==> src/rtl/riscv_pkg.sv <==
// Shared constants and bundle types for the 64-bit RISC-V five-stage core.
// Pipeline registers take their widths and bubble encodings from here.
package riscv_pkg;

    // Datapath widths seen by the IF/ID pipeline register.
    localparam int RV_INSTR_W = 32;
    localparam int RV_PC_W    = 64;

    // Canonical NOP: addi x0, x0, 0.
    localparam logic [RV_INSTR_W-1:0] RV_BUBBLE_INSTR = 32'h0000_0013;

    // Bundle carried from fetch into decode.
    typedef struct packed {
        logic [RV_INSTR_W-1:0] instr;
        logic [RV_PC_W-1:0]    pc;
    } if_id_t;

    // Bundle value that decode sees after a kill or a reset.
    function automatic if_id_t if_id_bubble();
        if_id_t b;
        b.instr = RV_BUBBLE_INSTR;
        b.pc    = '0;
        return b;
    endfunction

endpackage

==> src/rtl/if_id.sv <==
// IF/ID pipeline register: captures the fetched instruction and its PC
// every cycle, or loads a NOP bubble with a cleared PC when IF is killed.
//
// Ports:
//   clk             - rising-edge clock
//   rst             - asynchronous active-high reset (outputs -> bubble)
//   instruction_in  - instruction from IF
//   pc              - PC of instruction_in
//   PCSrcD_Control  - taken branch/jump in decode; discards IF contents
//   flush           - pipeline flush from the hazard unit
//   instruction_out - registered instruction to ID
//   out_pc          - registered PC to ID
module if_id
    import riscv_pkg::*;
#(
    parameter int                 INSTR_W      = RV_INSTR_W,
    parameter int                 PC_W         = RV_PC_W,
    parameter logic [INSTR_W-1:0] BUBBLE_INSTR = RV_BUBBLE_INSTR
) (
    input  logic               clk,
    input  logic               rst,
    input  logic [INSTR_W-1:0] instruction_in,
    input  logic [PC_W-1:0]    pc,
    input  logic               PCSrcD_Control,
    input  logic               flush,
    output logic [INSTR_W-1:0] instruction_out,
    output logic [PC_W-1:0]    out_pc
);

    logic               kill;
    logic [INSTR_W-1:0] instr_d, instr_q;
    logic [PC_W-1:0]    pc_d, pc_q;

    // Either cause yields the same single bubble.
    assign kill = flush | PCSrcD_Control;

    always_comb begin
        instr_d = instruction_in;
        pc_d    = pc;
        if (kill) begin
            instr_d = BUBBLE_INSTR;
            pc_d    = '0;
        end
    end

    always_ff @(posedge clk or posedge rst) begin
        if (rst) begin
            instr_q <= BUBBLE_INSTR;
            pc_q    <= '0;
        end else begin
            instr_q <= instr_d;
            pc_q    <= pc_d;
        end
    end

    // Outputs straight from the flops.
    assign instruction_out = instr_q;
    assign out_pc          = pc_q;

endmodule

==> config.mk <==
export PLATFORM = sky130hd
export DESIGN_NAME = if_id
export DESIGN_NICKNAME = d
export VERILOG_FILES = /design/src/rtl/riscv_pkg.sv /design/src/rtl/if_id.sv
export SDC_FILE = /design/constraint.sdc
export NUM_CORES = 1
export LEC_CHECK = 0
export BUFFER_PORTS_ARGS = -buffer_cell sky130_fd_sc_hd__buf_2
export CAP_MARGIN = 10
export CORE_MARGIN = 1
export CORE_UTILIZATION = 35
export CTS_BUF_LIST = sky130_fd_sc_hd__clkbuf_8
export DETAILED_ROUTE_END_ITERATION = 10
export PLACE_DENSITY = 0.65
export SYNTH_ARGS = -nofsm -noshare
export SYNTH_HDL_FRONTEND = slang
export SYNTH_SLANG_ARGS = --single-unit
==> constraint.sdc <==
create_clock -name clk -period 4.15 [get_ports clk]
set_input_delay 0 -clock clk [delete_from_list [all_inputs] [get_ports clk]]
set_output_delay 0 -clock clk [all_outputs]
set_load 0.05 [all_outputs]
Yosys cells after proc, flatten, opt, wreduce, memory -nomap -nowiden
Cells that the tools add are included.
{ "totals": {"regBits": 96, "latchBits": 0, "mem_bits_rw": 0, "mem_bits_ro": 0, "out_inout_bits": 96, "n_memories": 0} }
{ "op_classes": {"addsub": 0, "n_mul": 0, "n_div": 0, "magnitude_cmp": 0, "eq_ne": 0, "n_shift": 0, "muxes": 2, "bitwise": 1, "n_reduce_logical": 0} }
{ "op_table": {"columns": ["op", "n"], "rows": [
  ["64-bit two-way mux", 1],
  ["32-bit two-way mux", 1],
  ["1-bit bitwise OR", 1]
]} }

Depth between registers and ports, before layout
Gate-level depths: netlist (run 1).
{ "depth": {"word_depth": 2, "ltp_mapped": 4, "mapped_depth_nobuf": 1} }

Least setup slack after synthesis (run 1)
Ideal clock, no wire load.
{ "synth_timing": {"kind": "reg2out", "startpoint": "reg instr_q[0], in the netlist instruction_out[0]", "endpoint": "out instruction_out[0]", "arrival_ns": 0.656, "t_required_ns": 4.150, "slack_ns": 3.494, "path_stages_with_launch": 1, "n_path_buf": 0, "cell_sequence": "dfstp_2"} }
{ "synth_lines": {"columns": ["element", "line_no", "rtl"], "rows": [
  ["start, declared", "if_id.sv:31", "logic [INSTR_W-1:0] instr_d, instr_q;"],
  ["start signal, assigned", "if_id.sv:51", "instr_q <= instr_d;"],
  ["end, declared", "if_id.sv:26", "output logic [INSTR_W-1:0] instruction_out,"]
]} }
No word-level cell between the ends.

==> results.md, run 1 <==
- Seq cells post-synth: 96
- Number of primary I/O pins: between 150 and 200
- Vias in the first global route: between 3000 and 4000
- # port buffers: 195
- Num CTS Buffers: 9
- Cell variety after synth: 10
- Number of instances on the worst hold path: 2
- Worst vdd rail ir drop: 0.000185 V
- Worst endpoint required time: about 4600 ps
- Post-CTS setup-driven buffer insertion count: 0
- Antenna Violating Nets Remaining: 0
- Nature of the critical path endpoint: asynchronous set/reset pin
- Pins over their slew limit: 0
- Synthesized area per cell: about 17 um^2
- Achievable clock frequency: 750 MHz
- Count of nets after finishing: between 500 and 600
- Number of antenna repair diodes: 0
- Gate count of the mapped netlist: 214
- Cell chain of the critical path: dlygate4sd3_1 > buf_2 > inv_4 > buf_4
- Setup-violating endpoint count in the final report: 0
- Arrival time at the worst endpoint: approximately 1800 ps
- Warning count from the yosys run: 0
- Chip Width: a little over 100 um
- Area of the die: about 11000 um^2
- Total negative slack: 0 ps
- Unrepaired setup endpoints after global routing: no
- Count of endpoints failing hold in the final timing report: 0
- Type of the worst setup path: in2async
- Portion of the post-synthesis area used by sequential elements: about 66%
- Post-synth net total: 314
- Synthesis-to-finish area growth: 59.6%
- Worst slew margin relative to its limit: 46.8%
- Maximum number of pins on one net before global-route repair: 55
- H-tree lvl count: 3
- Hpwl dp: 5420 um
- Share of final-layout standard cells stronger than drive strength 1: roughly 57%
- Path class of the lowest-slack min-delay path: in2reg
- Fraction of post-synthesis cell area in the top cell type by area: 64.0%
- Clock tree from TritonCTS: built
- Remaining DRCs: 0
- Root buffer cell: sky130_fd_sc_hd__clkbuf_8
- Cell type of the slowest stage on the worst timing path: sky130_fd_sc_hd__buf_4
- Cell area after synthesis: 3630 um^2
- Via density per instance: between 4 and 5
- Global placement routability congestion: around 0.69
- 1st-pass router iterations: 3
- Detailed-route wire length per cell: 14.1 um
- Height of the die: around 100 um
- Total Wirelength: around 9000 um
- Clock transition at the registers of the reported paths: approximately 90 ps
- Static leakage power: a little under 3 nW
- Result of the run: finished, final reports clean
- Startpoint class of the critical path: input pin
- Iter 0 DRT Violations: 74
- Maximum clock insertion buffer count: 2
- Power Dens Cells: 331 nW/um^2
- Total Power Consumption: approximately 1.9 mW
- Ranking of synthesized cells by area: sky130_fd_sc_hd__dfrtp_1 (64%), sky130_fd_sc_hd__nor3b_2 (24%), sky130_fd_sc_hd__nor3b_1 (4.8%)
- Crit share post-route: 32.1%
- Std-Cell Rows: 36
- Longest individual stage delay on the worst path: approximately 600 ps
- Clock tree sinks: 96
- Floorplan core area: approximately 9900 um^2
- Vias: around 2700
- Initial antenna violation count: 0
- Wire length of the first global-routing pass: between 10000 and 15000 um
- Critical-path maximum fanout: 49
- Effective utilization at floorplan: a little under two fifths
- Top cell type by total area after synthesis: sky130_fd_sc_hd__dfrtp_1
- Time the final worst path needs with I/O delays and setup: 1330 ps
- Worst-margin pin slew: roughly 800 ps
- Overall Global Routing Usage: about 17%
- MaxCap Viol Count: 0
- Leftover overflow at the end of global routing: 0
worst max-delay path, delay by kind of cell:
family   cells  cell delay, ps
buf+inv      4            1690
layer usage:
metal  share of wire, %  track usage, %
met4                1.2            5.31
met3                6.2            4.32
met2                 53            30.5
met5                  0               0
met1                 40            19.9
registers in the layout, indices dropped and copies added (netlist names):
| signal | flops |
|---|---|
| instruction_out | 32 |
| out_pc | 64 |
cells in the mapped netlist (all sizes together):
cell / number
buf: 17
clkbuf: 4
dfrtp: 93
dfstp: 3
inv: 1
nor3b: 93
or3: 3
logic make-up (layout without fill, tap and decap cells):
kind of cell	count (synthesis)	count (layout)	share of synthesized area (%)
AND/OR/NAND/NOR	96	96	29.4
flip-flops	96	96	66.2
buffers and inverters	22	312	4.44
layout make-up:
cell class | count | area [um^2]
timing repair buffer | 295 | 1970
clock buffer | 10 | 138
tap | 133 | 166
sequential | 96 | 2410
clock inverter | 6 | 43.8
inverter | 1 | 6.26
fill | 821 | 4110
multi-input combinational | 96 | 1070
per-stage QoR:
| step | std cells | instance area [um^2] | worst slack [ps] | util [%] | hold WS [ps] |
|---|---|---|---|---|---|
| 3_5_place_dp | 524 | 4650 | 2590 | 46.9 | 105 |
| 3_3_place_gp | 524 | 4650 | 2640 | 46.9 | 100 |
| 4_1_cts | 637 | 5800 | 2760 | 58.5 | 174 |
| 6_report | 637 | 5800 | 2820 | 58.5 | 213 |
| 5_1_grt | 637 | 5800 | 2550 | 58.5 | 203 |
| 2_1_floorplan | 214 | 3630 | 1650 | - | 107 |
path summary, 6_finish.rpt:
check                       from                             to  slack, ps
max in group clk           flush   instruction_out[9]$_DFF_PP0_       2940
worst min-delay path       flush  instruction_out[24]$_DFF_PP0_        210
worst max-delay path         rst           out_pc[29]$_DFF_PP0_       2820
min in group asynchronous    rst           out_pc[33]$_DFF_PP0_        280
timing repair:
item | 4_1_cts | 5_1_grt
hold buffers | 97 | 0
setup endpoints to repair | 0 | 0
endpoints found under the hold margin | 143 | 0
gates resized for setup | 0 | 0
power by group:
group / switching, mW / internal [mW] / total [mW]
Sequential: 0.00846 / 0.970 / 0.979
Combinational: 0.237 / 0.153 / 0.390
Clock: 0.311 / 0.238 / 0.549
layout by cell type (no fill, tap or decap):
cell	Yosys	final
sky130_fd_sc_hd__inv_1	1	1
sky130_fd_sc_hd__buf_2	3	193
sky130_fd_sc_hd__or3_1	3	3
sky130_fd_sc_hd__dlygate4sd3_1	0	97
sky130_fd_sc_hd__inv_4	0	1
sky130_fd_sc_hd__inv_6	0	2
sky130_fd_sc_hd__dfrtp_1	93	93
sky130_fd_sc_hd__buf_4	8	5
sky130_fd_sc_hd__dfstp_2	3	3
sky130_fd_sc_hd__nor3b_2	70	70
sky130_fd_sc_hd__clkinv_4	0	2
sky130_fd_sc_hd__clkbuf_8	0	10
sky130_fd_sc_hd__clkinv_2	0	1
sky130_fd_sc_hd__nor3b_1	23	23
(Power assumes the default switching activity.)
==> inputs of run 2 (changes only) <==
--- a/config.mk
+++ b/config.mk
@@ -11,7 +11,7 @@
 export CORE_UTILIZATION = 35
 export CTS_BUF_LIST = sky130_fd_sc_hd__clkbuf_8
 export DETAILED_ROUTE_END_ITERATION = 10
-export PLACE_DENSITY = 0.65
+export PLACE_DENSITY = 0.68
 export SYNTH_ARGS = -nofsm -noshare
 export SYNTH_HDL_FRONTEND = slang
 export SYNTH_SLANG_ARGS = --single-unit
==> constraint.sdc (replaced) <==
create_clock -name clk -period 1.2 [get_ports clk]
set_input_delay 0 -clock clk [delete_from_list [all_inputs] [get_ports clk]]
set_output_delay 0 -clock clk [all_outputs]
set_load 0.05 [all_outputs]
==> run 2 against run 1 <==
Compared with the run above:
- first-iteration DRC count down 6.8%
- global-route usage grew 0.85 points
- worst hold slack got worse by 200 ps
- count of clock-buffer cells in the layout is the same
- non-clock buffer count is 8 higher
- via count up 2.4%
- combinational power increased to 3.6 times the previous value
- sequential share of layout area down 1.1 points
- critical path type is now reg2out
- largest cell class unchanged
- largest power group unchanged
- highest routed layer unchanged
==> results.md, run 2 (synthesis gave the netlist of run 1 again) <==
- Critical-path maximum fanout: 1
- Vias in the first global route: approximately 3100
- Iter 0 DRT Violations: 69
- Cell type of the slowest stage on the worst timing path: sky130_fd_sc_hd__dfstp_2
- Worst slew margin relative to its limit: between 60% and 70%
- Category of cells accounting for the largest share of critical-path delay: flip-flops
- Buf+Inv Stages, Crit Path: 1
- Area of the die: about 11000 um^2
- Path class of the lowest-slack min-delay path: in2reg
- Wire length of the first global-routing pass: ~15000 um
- Antenna Violating Nets Remaining: 0
- Clock transition at the registers of the reported paths: 90 ps
- Count of nets after finishing: around 610
- Overall Global Routing Usage: 17.9%
- Via density per instance: ~4.3
- Achievable clock frequency: between 800 and 900 MHz
- Global placement routability congestion: around 0.69
- Initial antenna violation count: 0
- Detailed-route wire length per cell: about 14 um
- Crit share post-route: 95.3%
- Most used cells in the layout excluding fill and tap cells: sky130_fd_sc_hd__buf_2 (193), sky130_fd_sc_hd__dlygate4sd3_1 (97), sky130_fd_sc_hd__dfrtp_1 (93)
- Total Wirelength: 9240 um
- Startpoint class of the critical path: flip-flop
- Hpwl dp: ~5300 um
- Number of gates resized after cts: 0
- Clock tree sinks: 96
- Worst endpoint required time: 1200 ps
- Leftover overflow at the end of global routing: 0
- Arrival time at the worst endpoint: about 1100 ps
- Type of the worst setup path: reg2out
- Worst-margin pin slew: around 470 ps
- Unrepaired setup endpoints after global routing: no
- # port buffers: 195
- Power Dens Cells: 1190 nW/um^2
- Number of primary I/O pins: between 150 and 200
- Result of the run: finished, final reports clean
- Most frequent standard cell in the layout excluding fill and tap cells: sky130_fd_sc_hd__buf_2
- Maximum number of pins on one net before global-route repair: between 60 and 70
- Placed instance count: 532
- Static leakage power: approximately 3.0 nW
- 1st-pass router iterations: 4
- Worst vdd rail ir drop: between 0.0006 and 0.0007 V
- H-tree lvl count: 3
- Effective utilization at floorplan: 36.7%
- MaxCap Viol Count: 0
- Register area: between 2000 and 2500 um^2
- Non-filler cells, final: about 650
- Pins over their slew limit: 0
- Max FFs per register: 64
- Share of final-layout standard cells stronger than drive strength 1: around 58%
- Root buffer cell: sky130_fd_sc_hd__clkbuf_8
- Maximum clock insertion buffer count: 2
- Number of antenna repair diodes: 0
- Total negative slack: 0 ps
- Height of the die: between 100 and 150 um
- Floorplan core area: about 9900 um^2
- Synthesis-to-finish area growth: 64.1%
- Clock tree from TritonCTS: built
- Nature of the critical path endpoint: primary output
- Num CTS Buffers: 9
- Longest individual stage delay on the worst path: around 530 ps
- Setup-violating endpoint count in the final report: 0
- Remaining DRCs: 0
- Std-Cell Rows: 36
- Count of endpoints failing hold in the final timing report: 0
- Vias: 2786
- Count of filler cells inserted in the layout: between 700 and 800
- Area taken by multi-input logic gates: 1070 um^2
- Time the final worst path needs with I/O delays and setup: between 1000 and 1500 ps
- Cell chain of the critical path: buf_2
- Chip Width: between 100 and 150 um
==> run 2: layout make-up <==
class / instances / share of cell area [%]
clock buffers: 10 / 2.31
repair buffers: 303 / 35.2
clock inverters: 6 / 1.38
well taps: 133 / 2.79
flip-flops and latches: 96 / 40.3
multi-input cells: 96 / 17.9
inverters: 1 / 0.126
==> run 2: timing repair <==
item                                   in CTS  in global routing
setup buffers                               0                  0
endpoints found under the hold margin     189                  0
hold buffers                               97                  0
==> run 2: path summary, 6_finish.rpt <==
path	end	slack (ps)	cells after the start	from
worst max-delay path	instruction_out[0]	60	1	instruction_out[0]$_DFF_PP1_
worst min-delay path	instruction_out[5]$_DFF_PP0_	20	2	flush
max in group asynchronous	instruction_out[0]$_DFF_PP1_	560	4	rst
min in group asynchronous	instruction_out[17]$_DFF_PP0_	270	4	rst
==> run 2: layer usage <==
layer | share of wire (%) | vias to the layer above | GRT usage [%]
li1 | - | 1307 | -
met1 | 39 | 1328 | 20.7
met2 | 50 | 133 | 30.4
met3 | 7.6 | 18 | 4.76
met4 | 2.7 | 0 | 9.08
met5 | 0 | - | 0
==> run 2: through the flow <==
step	util (%)	worst slack [ps]	total power, mW	hold WS [ps]	area, um^2
3_3_place_gp	48.2	333	4.58	125	4770
5_1_grt	60.2	8.39	7.41	18.7	5960
6_report	60.2	56.8	7.08	15.4	5960
2_1_floorplan	-	68.8	4.25	107	3640
4_1_cts	60.2	26.0	7.17	1.47	5960
3_5_place_dp	48.2	308	4.60	132	4770
==> run 2: power breakdown <==
group / internal (mW) / total [mW] / switching, mW
registers: 3.36 / 3.39 / 0.0302
clock network: 1.22 / 2.30 / 1.08
logic: 0.569 / 1.40 / 0.827
total: 5.14 / 7.08 / 1.94
==> inputs of run 3 (changes only) <==
--- a/config.mk
+++ b/config.mk
@@ -7,11 +7,12 @@
 export LEC_CHECK = 0
 export BUFFER_PORTS_ARGS = -buffer_cell sky130_fd_sc_hd__buf_2
 export CAP_MARGIN = 10
+export CORE_ASPECT_RATIO = 1.4
 export CORE_MARGIN = 1
-export CORE_UTILIZATION = 35
+export CORE_UTILIZATION = 40
 export CTS_BUF_LIST = sky130_fd_sc_hd__clkbuf_8
 export DETAILED_ROUTE_END_ITERATION = 10
-export PLACE_DENSITY = 0.68
+export PLACE_DENSITY = 0.76
 export SYNTH_ARGS = -nofsm -noshare
 export SYNTH_HDL_FRONTEND = slang
 export SYNTH_SLANG_ARGS = --single-unit
==> run 3 against run 2 <==
Compared with the run above:
- combinational power hardly changed
- count of clock-buffer cells in the layout is 1 higher
- power is 6.0% lower
- global-route usage is 3.5 points higher
- via count is 1.9% higher
- wire length is 7.2% higher
==> results.md, run 3 (synthesis gave the netlist of run 1 again) <==
- Category of cells accounting for the largest share of critical-path delay: flip-flops
- Cell type of the slowest stage on the worst timing path: sky130_fd_sc_hd__dfstp_2
- Worst-margin pin slew: roughly 500 ps
- Count of endpoints failing hold in the final timing report: 0
- Type of the worst setup path: reg2out
- Most used cells in the layout excluding fill and tap cells: sky130_fd_sc_hd__buf_2 (191), sky130_fd_sc_hd__dlygate4sd3_1 (97), sky130_fd_sc_hd__dfrtp_1 (93)
- Floorplan core area: 8710 um^2
- Iter 0 DRT Violations: 86
- Clock tree from TritonCTS: built
- Placed instance count: 503
- Detail Route met2 WL: 5260 um
- Maximum clock insertion buffer count: 2
- Timing startpoint of the critical path: instruction_out[4]$_DFF_PP1_
- Synthesis-to-finish area growth: 62.0%
- Worst setup path endpoint: instruction_out[4]
- Worst endpoint required time: ~1200 ps
- 1st-pass router iterations: 4
- # port buffers: a little under 200
- Clock tree sinks: 96
- Number of antenna repair diodes: 0
- Buf+Inv Stages, Crit Path: 1
- Chip Width: slightly above 80 um
- Power Dens Cells: between 1000 and 1500 nW/um^2
- Cell chain of the critical path: buf_2
- Path class of the lowest-slack min-delay path: in2reg
- Clock transition at the registers of the reported paths: ~90 ps
- Static leakage power: between 3 and 4 nW
- Leftover overflow at the end of global routing: 0
- Net switching component of the power: between 1.5 and 2 mW
- Critical-path maximum fanout: 1
- Length of routed wiring on met1: about 3700 um
- Std-Cell Rows: 40
- Combinational power share: between 20% and 30%
- Clk pwr share: 27.9%
- Worst vdd rail ir drop: between 0.0007 and 0.0008 V
- Most frequent standard cell in the layout excluding fill and tap cells: sky130_fd_sc_hd__buf_2
- Overall Global Routing Usage: about a fifth
- Hpwl dp: about 5700 um
- Num CTS Buffers: 9
- Effective utilization at floorplan: 41.7%
- Worst slew margin relative to its limit: about 67%
- Number of primary I/O pins: a little under 200
- Count of nets after finishing: around 610
- Internal: ~4.8 mW
- Logic depth of the worst setup path including buffers: 1
- Via density per instance: 4.61
- Share of total power consumed by net switching: between 20% and 30%
- Startpoint class of the critical path: flip-flop
- Vias: ~2800
- Achievable clock frequency: 891 MHz
- Global placement routability congestion: 0.712
- Time the final worst path needs with I/O delays and setup: roughly 1100 ps
- Setup-violating endpoint count in the final report: 0
- Result of the run: finished, final reports clean
- Non-filler cells, final: just over 600
- Maximum number of pins on one net before global-route repair: between 90 and 100
- Root buffer cell: sky130_fd_sc_hd__clkbuf_8
- Share of final-layout standard cells stronger than drive strength 1: between 50% and 60%
- Count of filler cells inserted in the layout: around 620
- Area of the die: approximately 9500 um^2
- Height of the die: 115 um
- Wire length of the first global-routing pass: 14800 um
- MaxCap Viol Count: 0
- Vias in the first global route: just over 3000
- Remaining DRCs: 0
- Arrival time at the worst endpoint: roughly 1100 ps
- Crit share post-route: between 90 and 100%
- DR top layer: met4
- Unrepaired setup endpoints after global routing: no
- H-tree lvl count: 3
- Initial antenna violation count: 0
- Sequential fraction of design power: 50.9%
- Longest individual stage delay on the worst path: 520 ps
- Total Power Consumption: about 6.7 mW
- Detailed-route wire length per cell: 16.1 um
- Nature of the critical path endpoint: primary output
- Total Wirelength: about 9900 um
- Pins over their slew limit: 0
- Met3 Wirelength: just over 700 um
- Antenna Violating Nets Remaining: 0
- Total negative slack: 0 ps
- Max FFs per register: 64
## run 3: changes by cell type in the layout (fill, tap and decap cells not counted), sizes merged
| cell | previous run | this run |
|---|---|---|
| buf | 206 | 203 |
| clkinv | 3 | 0 |
| bufinv | 2 | 0 |
| inv | 0 | 5 |
| clkinvlp | 2 | 1 |
| clkbuf | 10 | 13 |
## run 3: through the flow
step	util, %	setup slack, ps	hold WS, ps	instance area, um^2
floorplan	-	68.8	107	3640
global placement	54.5	378	181	4740
detailed placement	54.5	356	195	4740
CTS	67.6	30.4	65.8	5880
global route	67.6	4.09	80.9	5890
finish	67.6	77.8	74.5	5890
## run 3: power groups by stage
stage	logic (mW)	clock network, mW	registers (mW)
final	1.41	1.86	3.39
after global routing	1.50	2.07	3.40
after CTS	1.40	1.92	3.39
after detailed placement	1.16	0	3.45
after global placement	1.14	0	3.45
after floorplan	0.343	0	3.91
## run 3: final cells by class
| class | instances | area [um^2] | share of cell area [%] |
|---|---|---|---|
| Clock buffer | 11 | 151 | 2.57 |
| Inverter | 1 | 7.51 | 0.127 |
| Multi-Input combinational cell | 96 | 1070 | 18.1 |
| Tap cell | 105 | 131 | 2.23 |
| Timing Repair Buffer | 302 | 2110 | 35.8 |
| Clock inverter | 5 | 18.8 | 0.319 |
| Sequential cell | 96 | 2410 | 40.9 |
## run 3: per-layer routing
layer / track usage [%] / up-vias
met3: 6.98 / 19
met1: 22.4 / 1373
met2: 38.5 / 141
li1: - / 1305
met4: 8.97 / 0
met5: 0 / -
## run 3: what timing repair did
action | in CTS | in global routing
endpoints found under the setup margin | 0 | 2
hold buffers | 97 | 0
setup buffers | 0 | 0
gates resized for setup | 0 | 2
hold endpoints to repair | 189 | 0
## run 3: how the worst min path moves through the flow
stage	slack (ps)	to	cells after the start	start
floorplan	110	instruction_out[0]$_DFF_PP1_	1	instruction_in[0]
detailed placement	200	out_pc[37]$_DFF_PP0_	3	rst
finish	70	out_pc[9]$_DFF_PP0_	2	PCSrcD_Control
global route	80	out_pc[37]$_DFF_PP0_	2	PCSrcD_Control
CTS	70	out_pc[9]$_DFF_PP0_	2	PCSrcD_Control
global placement	180	out_pc[62]$_DFF_PP0_	3	rst
